--- src/rtl/decode_stage.sv ---
// decode_stage: MIPS-subset instruction decode with a 32x32 register file,
// write-through bypass from the write-back port, and a registered ID/EX
// boundary with flush/stall control.
module decode_stage (
    input  logic        clk,
    input  logic        rst_n,
    input  logic [31:0] instr,
    input  logic        instr_valid,
    input  logic        stall,
    input  logic        flush,
    input  logic        wb_en,
    input  logic [4:0]  wb_addr,
    input  logic [31:0] wb_data,
    output logic [31:0] data_A,
    output logic [31:0] data_B,
    output logic [31:0] SignExtImm,
    output logic [4:0]  shamt,
    output logic [1:0]  mux_2_flag,
    output logic [3:0]  Alu_function,
    output logic [4:0]  dest_reg,
    output logic        reg_write,
    output logic        ex_valid,
    output logic        illegal
);

    typedef enum logic [3:0] {
        ALU_ADD = 4'd0, ALU_SUB = 4'd1, ALU_AND = 4'd2, ALU_OR  = 4'd3,
        ALU_XOR = 4'd4, ALU_NOR = 4'd5, ALU_SLT = 4'd6, ALU_SLL = 4'd7,
        ALU_SRL = 4'd8, ALU_SRA = 4'd9
    } alu_op_e;

    // Operand-B select encoding seen by Execute.
    localparam logic [1:0] SEL_REG = 2'd0;
    localparam logic [1:0] SEL_IMM = 2'd1;
    localparam logic [1:0] SEL_SHAMT = 2'd2;

    typedef struct packed {
        logic [31:0] data_a;
        logic [31:0] data_b;
        logic [31:0] imm;
        logic [4:0]  shamt;
        logic [1:0]  mux_sel;
        alu_op_e     alu;
        logic [4:0]  dest;
        logic        reg_write;
        logic        valid;
        logic        illegal;
    } id_ex_t;

    // Instruction fields
    logic [5:0]  opcode;
    logic [5:0]  funct;
    logic [4:0]  rs;
    logic [4:0]  rt;
    logic [4:0]  rd;
    logic [15:0] imm16;

    assign opcode = instr[31:26];
    assign rs     = instr[25:21];
    assign rt     = instr[20:16];
    assign rd     = instr[15:11];
    assign funct  = instr[5:0];
    assign imm16  = instr[15:0];

    logic [31:0] rf [32];
    logic [31:0] rs_val;
    logic [31:0] rt_val;

    // Register file write port; entry 0 is never written so it stays zero.
    // NOTE: the register file must clear on reset, so this memory is reset
    // explicitly; memories without that need are better left unreset.
    always_ff @(posedge clk or negedge rst_n) begin
        if (!rst_n) begin
            for (int i = 0; i < 32; i++) rf[i] <= '0;
        end else if (wb_en && (wb_addr != 5'd0)) begin
            // NOTE: sequential state is updated with non-blocking assignments
            // so every flop samples pre-edge values regardless of block order.
            rf[wb_addr] <= wb_data;
        end
    end

    // Read ports with write-through bypass from the write-back port.
    always_comb begin
        if (rs == 5'd0)                      rs_val = '0;
        else if (wb_en && (wb_addr == rs))   rs_val = wb_data;
        else                                 rs_val = rf[rs];
        if (rt == 5'd0)                      rt_val = '0;
        else if (wb_en && (wb_addr == rt))   rt_val = wb_data;
        else                                 rt_val = rf[rt];
    end

    logic    dec_legal;
    logic    dec_zext;
    alu_op_e dec_alu;
    logic [1:0]  dec_sel;
    logic [4:0]  dec_dest;
    logic [31:0] dec_a;
    id_ex_t      dec;

    // Decode opcode/funct into ALU op, operand select and destination.
    always_comb begin
        // NOTE: every output gets a default first so no path leaves a value
        // unassigned, which would otherwise infer a latch.
        dec_legal = 1'b0;
        dec_zext  = 1'b0;
        dec_alu   = ALU_ADD;
        dec_sel   = SEL_REG;
        dec_dest  = rt;
        dec_a     = rs_val;
        unique case (opcode)
            6'h00: begin
                dec_dest  = rd;
                dec_legal = 1'b1;
                case (funct)
                    6'h20, 6'h21: dec_alu = ALU_ADD;
                    6'h22, 6'h23: dec_alu = ALU_SUB;
                    6'h24:        dec_alu = ALU_AND;
                    6'h25:        dec_alu = ALU_OR;
                    6'h26:        dec_alu = ALU_XOR;
                    6'h27:        dec_alu = ALU_NOR;
                    6'h2A:        dec_alu = ALU_SLT;
                    6'h00: begin dec_alu = ALU_SLL; dec_sel = SEL_SHAMT; dec_a = rt_val; end
                    6'h02: begin dec_alu = ALU_SRL; dec_sel = SEL_SHAMT; dec_a = rt_val; end
                    6'h03: begin dec_alu = ALU_SRA; dec_sel = SEL_SHAMT; dec_a = rt_val; end
                    default:      dec_legal = 1'b0;
                endcase
            end
            6'h08, 6'h09: begin dec_legal = 1'b1; dec_alu = ALU_ADD; dec_sel = SEL_IMM; end
            6'h0A:        begin dec_legal = 1'b1; dec_alu = ALU_SLT; dec_sel = SEL_IMM; end
            6'h0C: begin dec_legal = 1'b1; dec_alu = ALU_AND; dec_sel = SEL_IMM; dec_zext = 1'b1; end
            6'h0D: begin dec_legal = 1'b1; dec_alu = ALU_OR;  dec_sel = SEL_IMM; dec_zext = 1'b1; end
            6'h0E: begin dec_legal = 1'b1; dec_alu = ALU_XOR; dec_sel = SEL_IMM; dec_zext = 1'b1; end
            default: ;
        endcase
    end

    // Assemble the bundle that a normal load writes into ID/EX.
    always_comb begin
        dec.data_a    = dec_a;
        dec.data_b    = rt_val;
        dec.imm       = dec_zext ? {16'h0000, imm16} : {{16{imm16[15]}}, imm16};
        dec.shamt     = instr[10:6];
        dec.mux_sel   = dec_sel;
        dec.alu       = dec_alu;
        dec.dest      = dec_dest;
        dec.reg_write = dec_dest != 5'd0;
        dec.valid     = 1'b1;
        dec.illegal   = 1'b0;
    end

    id_ex_t id_ex;

    // ID/EX register: flush beats stall, stall holds, otherwise load or bubble.
    always_ff @(posedge clk or negedge rst_n) begin
        if (!rst_n) begin
            id_ex <= '0;
        end else if (flush) begin
            id_ex <= '0;
        end else if (stall) begin
            id_ex.illegal <= 1'b0;
        end else if (!instr_valid) begin
            id_ex <= '0;
        end else if (!dec_legal) begin
            id_ex         <= '0;
            id_ex.illegal <= 1'b1;
        end else begin
            id_ex <= dec;
        end
    end

    assign data_A       = id_ex.data_a;
    assign data_B       = id_ex.data_b;
    assign SignExtImm   = id_ex.imm;
    assign shamt        = id_ex.shamt;
    assign mux_2_flag   = id_ex.mux_sel;
    assign Alu_function = id_ex.alu;
    assign dest_reg     = id_ex.dest;
    assign reg_write    = id_ex.reg_write;
    assign ex_valid     = id_ex.valid;
    assign illegal      = id_ex.illegal;

endmodule

--- config.mk ---
export PLATFORM = sky130hd
export DESIGN_NAME = decode_stage
export DESIGN_NICKNAME = d
export VERILOG_FILES = /design/src/rtl/decode_stage.sv
export SDC_FILE = /design/constraint.sdc
export NUM_CORES = 2
export LEC_CHECK = 0
export BUFFER_PORTS_ARGS = -buffer_cell sky130_fd_sc_hd__buf_2
export CAP_MARGIN = 40
export CORE_ASPECT_RATIO = 2
export CORE_UTILIZATION = 33
export CTS_BUF_LIST = sky130_fd_sc_hd__clkbuf_8
export DETAILED_ROUTE_END_ITERATION = 7
export GPL_ROUTABILITY_DRIVEN = 1
export MAX_ROUTING_LAYER = met4
export PLACE_DENSITY = 0.48
export SYNTH_ARGS = -nofsm -noshare
export SYNTH_HDL_FRONTEND = slang
export SYNTH_SLANG_ARGS = --single-unit
--- constraint.sdc ---
create_clock -name clk -period 5.15 [get_ports clk]
set_clock_uncertainty 0.1 [all_clocks]
set_input_delay 0.515 -clock clk [delete_from_list [all_inputs] [get_ports clk]]
set_output_delay 0.515 -clock clk [all_outputs]
set_load 0.02 [all_outputs]
* After elaboration in Yosys (flattened, before gate mapping)
Cells that the tools add are included.
** Operators by class
- Order comparisons :: 4
- Equality and inequality tests :: 20
- Reduce and logical (&&, ||, !) cells :: 15
- Bitwise gates (word level) :: 3
- Muxes and demuxes :: 29
** Operator list (number)
- 1024-bit bitwise mux :: 1
- 32-bit 2-to-1 mux :: 12
- 115-bit 2-to-1 mux :: 3
- 32-bit binary-select mux with 5-bit select :: 2
- 32-bit demux with 5-bit select :: 1
- 114-bit 2-to-1 mux :: 1
- 6-bit equality test (second input constant) :: 9
- 6-bit by 4-bit equality test with 1-bit output (second input constant) :: 6
- 4-bit one-hot mux with 9 select lines :: 1
- 4-bit one-hot mux with 5 select lines :: 1
- 6-bit greater-or-equal comparator (second input constant) :: 3
- 5-bit NOT with 6-bit output :: 3
- 6-bit by 2-bit equality test with 1-bit output (second input constant) :: 2
- 6-bit logical NOT :: 2
- 12-bit OR reduction :: 1
- 5-bit equality test :: 2
- 5-bit logical NOT :: 2
- 5-bit nonzero test :: 2
- 6-bit by 1-bit less-than comparator with 1-bit output (second input constant) :: 1
- 3-bit OR reduction :: 2
- 6-bit OR reduction :: 1
- 5-bit 2-to-1 mux :: 1
- 1-bit logical AND :: 4
- 2-bit one-hot mux with 2 select lines :: 1
- 5 further kinds :: 7
** Word-level totals
- Register bits after elaboration :: 1139
- Bits of input ports :: 75
- Word-level logic and storage cells :: 113
- Output and inout bits :: 115

* Depth between registers and ports, before layout
- Depth after elaboration :: 12
- Depth in mapped cells :: 12
- Gate-level depth less buffers :: 6

* Worst setup path before layout
Ideal clock, no wire load.
- Path kind :: input to register
- Start point :: in instr[16]
- End point :: reg id_ex (netlist bit data_A[12])
- Data arrival time :: 2.421 ns
- Setup time :: 0.142 ns
- Path slack :: 2.487 ns
- Data required time :: 4.908 ns
- Buffers on the path :: 4
- Stages :: 9
- Cells stage by stage :: buf_2 buf_4 buf_4 buf_2 mux4_2 a22oi_1 nand2_1 o221ai_1 o221ai_1
** Between the ends
- Longest elaborated chain between the ends :: 12
- Elaborated cells between the ends (all ways) :: 15
- Those cells by class :: 1 x eq/ne; 11 x mux; 1 x bitwise; 2 x reduce/logical
** RTL lines
- from (decl) :: line 7 : input logic [31:0] instr,
- 5-bit NOT with 6-bit output (implied by the code) :: line 89 : else rt_val = rf[rt];
- 32-bit binary-select mux with 5-bit select :: line 89
- 32-bit 2-to-1 mux (implied by the code) (2 in series) :: line 89
- 32-bit 2-to-1 mux :: line 88 : else if (wb_en && (wb_addr == rt)) rt_val = wb_data;
- 32-bit 2-to-1 mux * :: line 87 : if (rt == 5'd0) rt_val = '0;
- 32-bit 2-to-1 mux * :: line 114 : case (funct)
- 32-bit 2-to-1 mux * :: line 110 : unique case (opcode)
- 115-bit 2-to-1 mux * :: line 163 : end else if (!dec_legal) begin
- 115-bit 2-to-1 mux * :: line 161 : end else if (!instr_valid) begin
- 114-bit 2-to-1 mux * :: line 159 : end else if (stall) begin
- 115-bit 2-to-1 mux * :: line 157 : end else if (flush) begin
- to (decl) :: line 151 : id_ex_t id_ex;
Mark *: on every way between the ends. The rest lies on a longest branch, timed or not. The select of a mux whose other input is x is not followed.
A chain may end at the register's enable or synchronous reset.

* Worst setup path after layout
- Start point :: in instr[31]
- End point :: reg id_ex (netlist bit Alu_function[0])
** Between the ends
- Longest elaborated chain between the ends :: 7
- Elaborated cells between the ends (all ways) :: 14
- Those cells by class :: 6 x eq/ne; 6 x mux; 2 x reduce/logical
** RTL lines (line)
- 6-bit by 4-bit equality test with 1-bit output :: 110
- 6-bit OR reduction (no source line)
- 1-bit one-hot mux with 2 select lines :: 110
- 115-bit 2-to-1 mux * :: 163
- 115-bit 2-to-1 mux * :: 161
- 114-bit 2-to-1 mux * :: 159
- 115-bit 2-to-1 mux * :: 157
Marks and branches as above.

==> run_results.csv <==
group,metric,value,unit
route,drt_iter0_drc,2727,
outcome,outcome,"completed",
critical_path,worstSetupPathType,"primary input to register",
synthesis,ys_warn_count,0,
sta,post-route-period-util,0.738,
floorplanning,start_util,0.332,
critical_path,cp_num_buf_inv,5,
critical_path,cp_slowest_cell,"dlygate4sd3_1",
global_routing,overflow,0,
synthesis,syn_area_per_cell,14.8,um^2
sta,slew_viol_final,0,
critical_path,crit_top_cell,"dlygate4sd3_1",
pwr,power.density,370,nW/um^2
sta,max_slew_margin,0.328,
route,route.detailed.drc,0,
pwr,p_int,17.5,mW
global_routing,grt_pass1_vias,40799,
synthesis,synthArstFlopShare,1.00,
pwr,power.switching,6.96,mW
critical_path,cpLargestDelayFamily,"buffers and inverters",
clock_network,cts_buffers,179,
placement,hpwl,131000,um
clock_network,cts_tree,"done",
floorplanning,core-area,175000,um^2
clock_network,clk_latency,910,ps
global_routing,antenna_found_initial,10,
clock_network,cts_resized,0,
sta,fin_hold_ws,114,ps
route,drt-pass1-iter-count,6,
clock_network,cts-htree-levels,4,
pwr,sw_frac_of_total,0.284,
route,antenna_left,0,
sta,setup_tns,0,ps
critical_path,slowest_delay,640,ps
global_routing,grt_max_degree,148,
pwr,comb_power_share,0.195,
clock_network,cts_sinks,1119,
sta,hold_viol_final,0,
worst_hold_path,hold_path_class,"primary input to register",
placement,gp_congestion,0.794,
floorplanning,rows,217,
route,detail_route.wl_per_cell,33.3,um
synthesis,syn_area,58100,um^2
critical_path,reg2reg_setup_slack,2700,ps
global_routing,grt_first_pass_wirelength,311000,um
sta,fmax,263,MHz
critical_path,startpoint_type,"primary input",
synthesis,synth_fp_nets,4004,
sta,finalCriticalPeriod,3800,ps
clock_network,cts_setup_buffers,0,
global_routing,grt_use_total,0.250,
sta,rsz0062_at_grt,"false",
worst_hold_path,hold_depth,3,
clock_network,cts.path.max_buffers,4,
synthesis,synth_edf_count,0,
floorplanning,io_pins,190,
route,totalWireLength,215000,um
pwr,leakagePower,28.8,nW
critical_path,r2r-start,"rf[0]",
worst_hold_path,holdPathEnd,"illegal",
clock_network,clockRootBuffer,"clkbuf_8",
floorplanning,fp.dieArea,178000,um^2
route,via_per_inst,5.93,
critical_path,path_cells,"dlygate4sd3_1 -> buf_2 -> or3b_1 -> a21oi_1 -> o21ai_1 -> a21oi_4 -> buf_4 -> nor4b_2 -> dlygate4sd3_1 -> a32o_1 -> dlygate4sd3_1",
clock_network,cts.clk_slew.worst_paths,60,ps
critical_path,cp.required,5850,ps
sta,finalSetupViolCount,0,
finish,largest_register_ffs,1024,
pwr,pwr-share-seq,0.468,
synthesis,synthesis.instances,3929,
route,num_vias,38230,
placement,io_buffers,189,
synthesis,ys_types,61,
synthesis,synth_ff_type,"dfrtp_1",
run,maxCapViolations,0,
worst_hold_path,min-delay-start,"instr[26]",
synthesis,ys_seq_area_frac,0.482,
finish,final_nets,4079,
pwr,p_clk_frac,0.336,
pwr,ir_worst_vdd,0.000178,V
synthesis,synth-seq-cells,1119,
floorplanning,die_w,299,um
sta,tightest_slew,1010,ps
finish,drive_above_1_share,0.522,
critical_path,cp_max_fo,28,
critical_path,r2r-end,"data_A[0]",
finish,syn_to_final_growth,14.1,%
critical_path,r2r_cells,6,
floorplanning,die_height,595,um
critical_path,worstSetupEndpointType,"register",
finish,largest-register,"rf",
critical_path,worstPathArrival,4500,ps
synth_stat cells, types with 6 or more instances:
cell,instances,area (um^2)
a211o_1,27,236
a21oi_1,36,180
a22o_1,32,280
a22oi_1,183,1370
buf_1,59,221
buf_2,95,475
buf_4,34,255
buf_6,6,67.6
clkbuf_1,276,1040
dfrtp_1,1119,28000
mux2_2,998,11200
mux2i_1,23,230
mux4_2,508,11400
nand2_1,142,533
nand3_1,9,45.0
nand3b_1,8,60.1
nand4_1,23,144
nor2_1,51,191
nor2b_1,16,100
nor3_1,12,60.1
nor3b_1,9,67.6
o21ai_0,69,345
o21bai_1,9,67.6
o221ai_1,50,438
o22ai_1,44,275
xnor2_1,10,87.6
metrics by stage:
| step | instances | total power [mW] | worst slack [ps] | utilization | instance area (um^2) |
|---|---|---|---|---|---|
| 2_1_floorplan | 3929 | 14.8 | 2490 | - | 58100 |
| 3_3_place_gp | 6061 | 16.2 | 1560 | 0.352 | 61500 |
| 3_5_place_dp | 6095 | 16.4 | 1520 | 0.356 | 62300 |
| 4_1_cts | 6432 | 24.7 | 1450 | 0.379 | 66200 |
| 5_1_grt | 6440 | 25.5 | 1140 | 0.379 | 66200 |
| 6_report | 6442 | 24.5 | 1350 | 0.379 | 66200 |
worst register-to-register path, cell delays in order, from the launching register on:
cell and delay (ps):
dfrtp_1 400, mux4_2 480, mux2i_1 290, a211oi_1 150, nor3_1 400, o21ai_0 250
a22o_1 220
per-layer routing:
metal  part of all wire  track usage  vias to the layer above  wire (um)
met5                  0            -                        -          0
met3              0.045       0.0329                      483       9720
met2               0.54        0.442                     1232     115000
li1                   -            -                    15398          -
met4              0.047        0.106                        0      10100
met1               0.37        0.280                    21117      80100
placed cells by master (no fill, tap or decap), types with 6 or more instances in the layout:
cell,Yosys,final
nor3b_1,9,9
buf_2,95,184
o21ai_0,69,68
nand2_1,142,124
buf_4,34,85
diode_2,0,10
clkinv_2,0,14
bufinv_16,0,6
xnor2_1,10,10
a21oi_1,36,36
a22o_1,32,32
buf_12,0,46
clkbuf_8,0,234
nand3b_1,8,8
o22ai_1,44,44
mux2i_1,23,23
nor2_1,51,32
dfrtp_1,1119,1119
inv_1,2,55
dlygate4sd3_1,0,27
nand4_1,23,23
mux2_2,998,998
mux4_2,508,508
nor2b_1,16,11
buf_16,0,17
o221ai_1,50,50
nand2_4,0,15
a22oi_1,183,183
nand3_1,9,9
o21bai_1,9,9
nor2_4,0,19
a211o_1,27,27
nor3_1,12,12
layout make-up:
class	instances	area, um^2
Tap cell	2299	2880
Inverter	2	7.51
Timing Repair Buffer	364	3290
Fill cell	16624	109000
Multi-Input combinational cell	2338	28300
Sequential cell	1119	28000
Clock buffer	234	3220
Antenna cell	10	25.0
Clock inverter	76	472
cells by family (layout without fill, tap and decap cells):
| family | count (synthesis) | in the layout | share of synthesized area |
|---|---|---|---|
| flops | 1119 | 1119 | 0.482 |
| simple gates | 303 | 303 | 0.0248 |
| buf+inv | 472 | 676 | 0.0355 |
| mux | 1529 | 1529 | 0.395 |
| other cells | 0 | 10 | 0 |
| compound gates | 496 | 496 | 0.0614 |
| xor+xnor | 10 | 10 | 0.00151 |
repair_timing:
action                                  4_1_cts  5_1_grt
hold endpoints to repair                     89        0
endpoints found under the setup margin        0        0
hold buffers                                 27        0
power groups by stage:
stage / Sequential (mW) / Clock [mW] / Combinational, mW
3_5_place_dp: 11.6 / 0 / 4.80
3_3_place_gp: 11.5 / 0 / 4.70
6_report: 11.5 / 8.23 / 4.79
5_1_grt: 11.7 / 8.76 / 5.12
4_1_cts: 11.4 / 8.47 / 4.83
2_1_floorplan: 11.2 / 0 / 3.64
worst max-delay path by stage:
stage / from / to / cells after the start
after floorplan: instr[16] / data_A[12] / 9
after global placement: instr[16] / data_A[31] / 7
after detailed placement: instr[16] / data_A[18] / 7
after CTS: instr[27] / Alu_function[0] / 11
after global routing: instr[27] / Alu_function[0] / 11
final: instr[31] / Alu_function[0] / 11
Note: power is estimated with default switching activity, not from simulation.
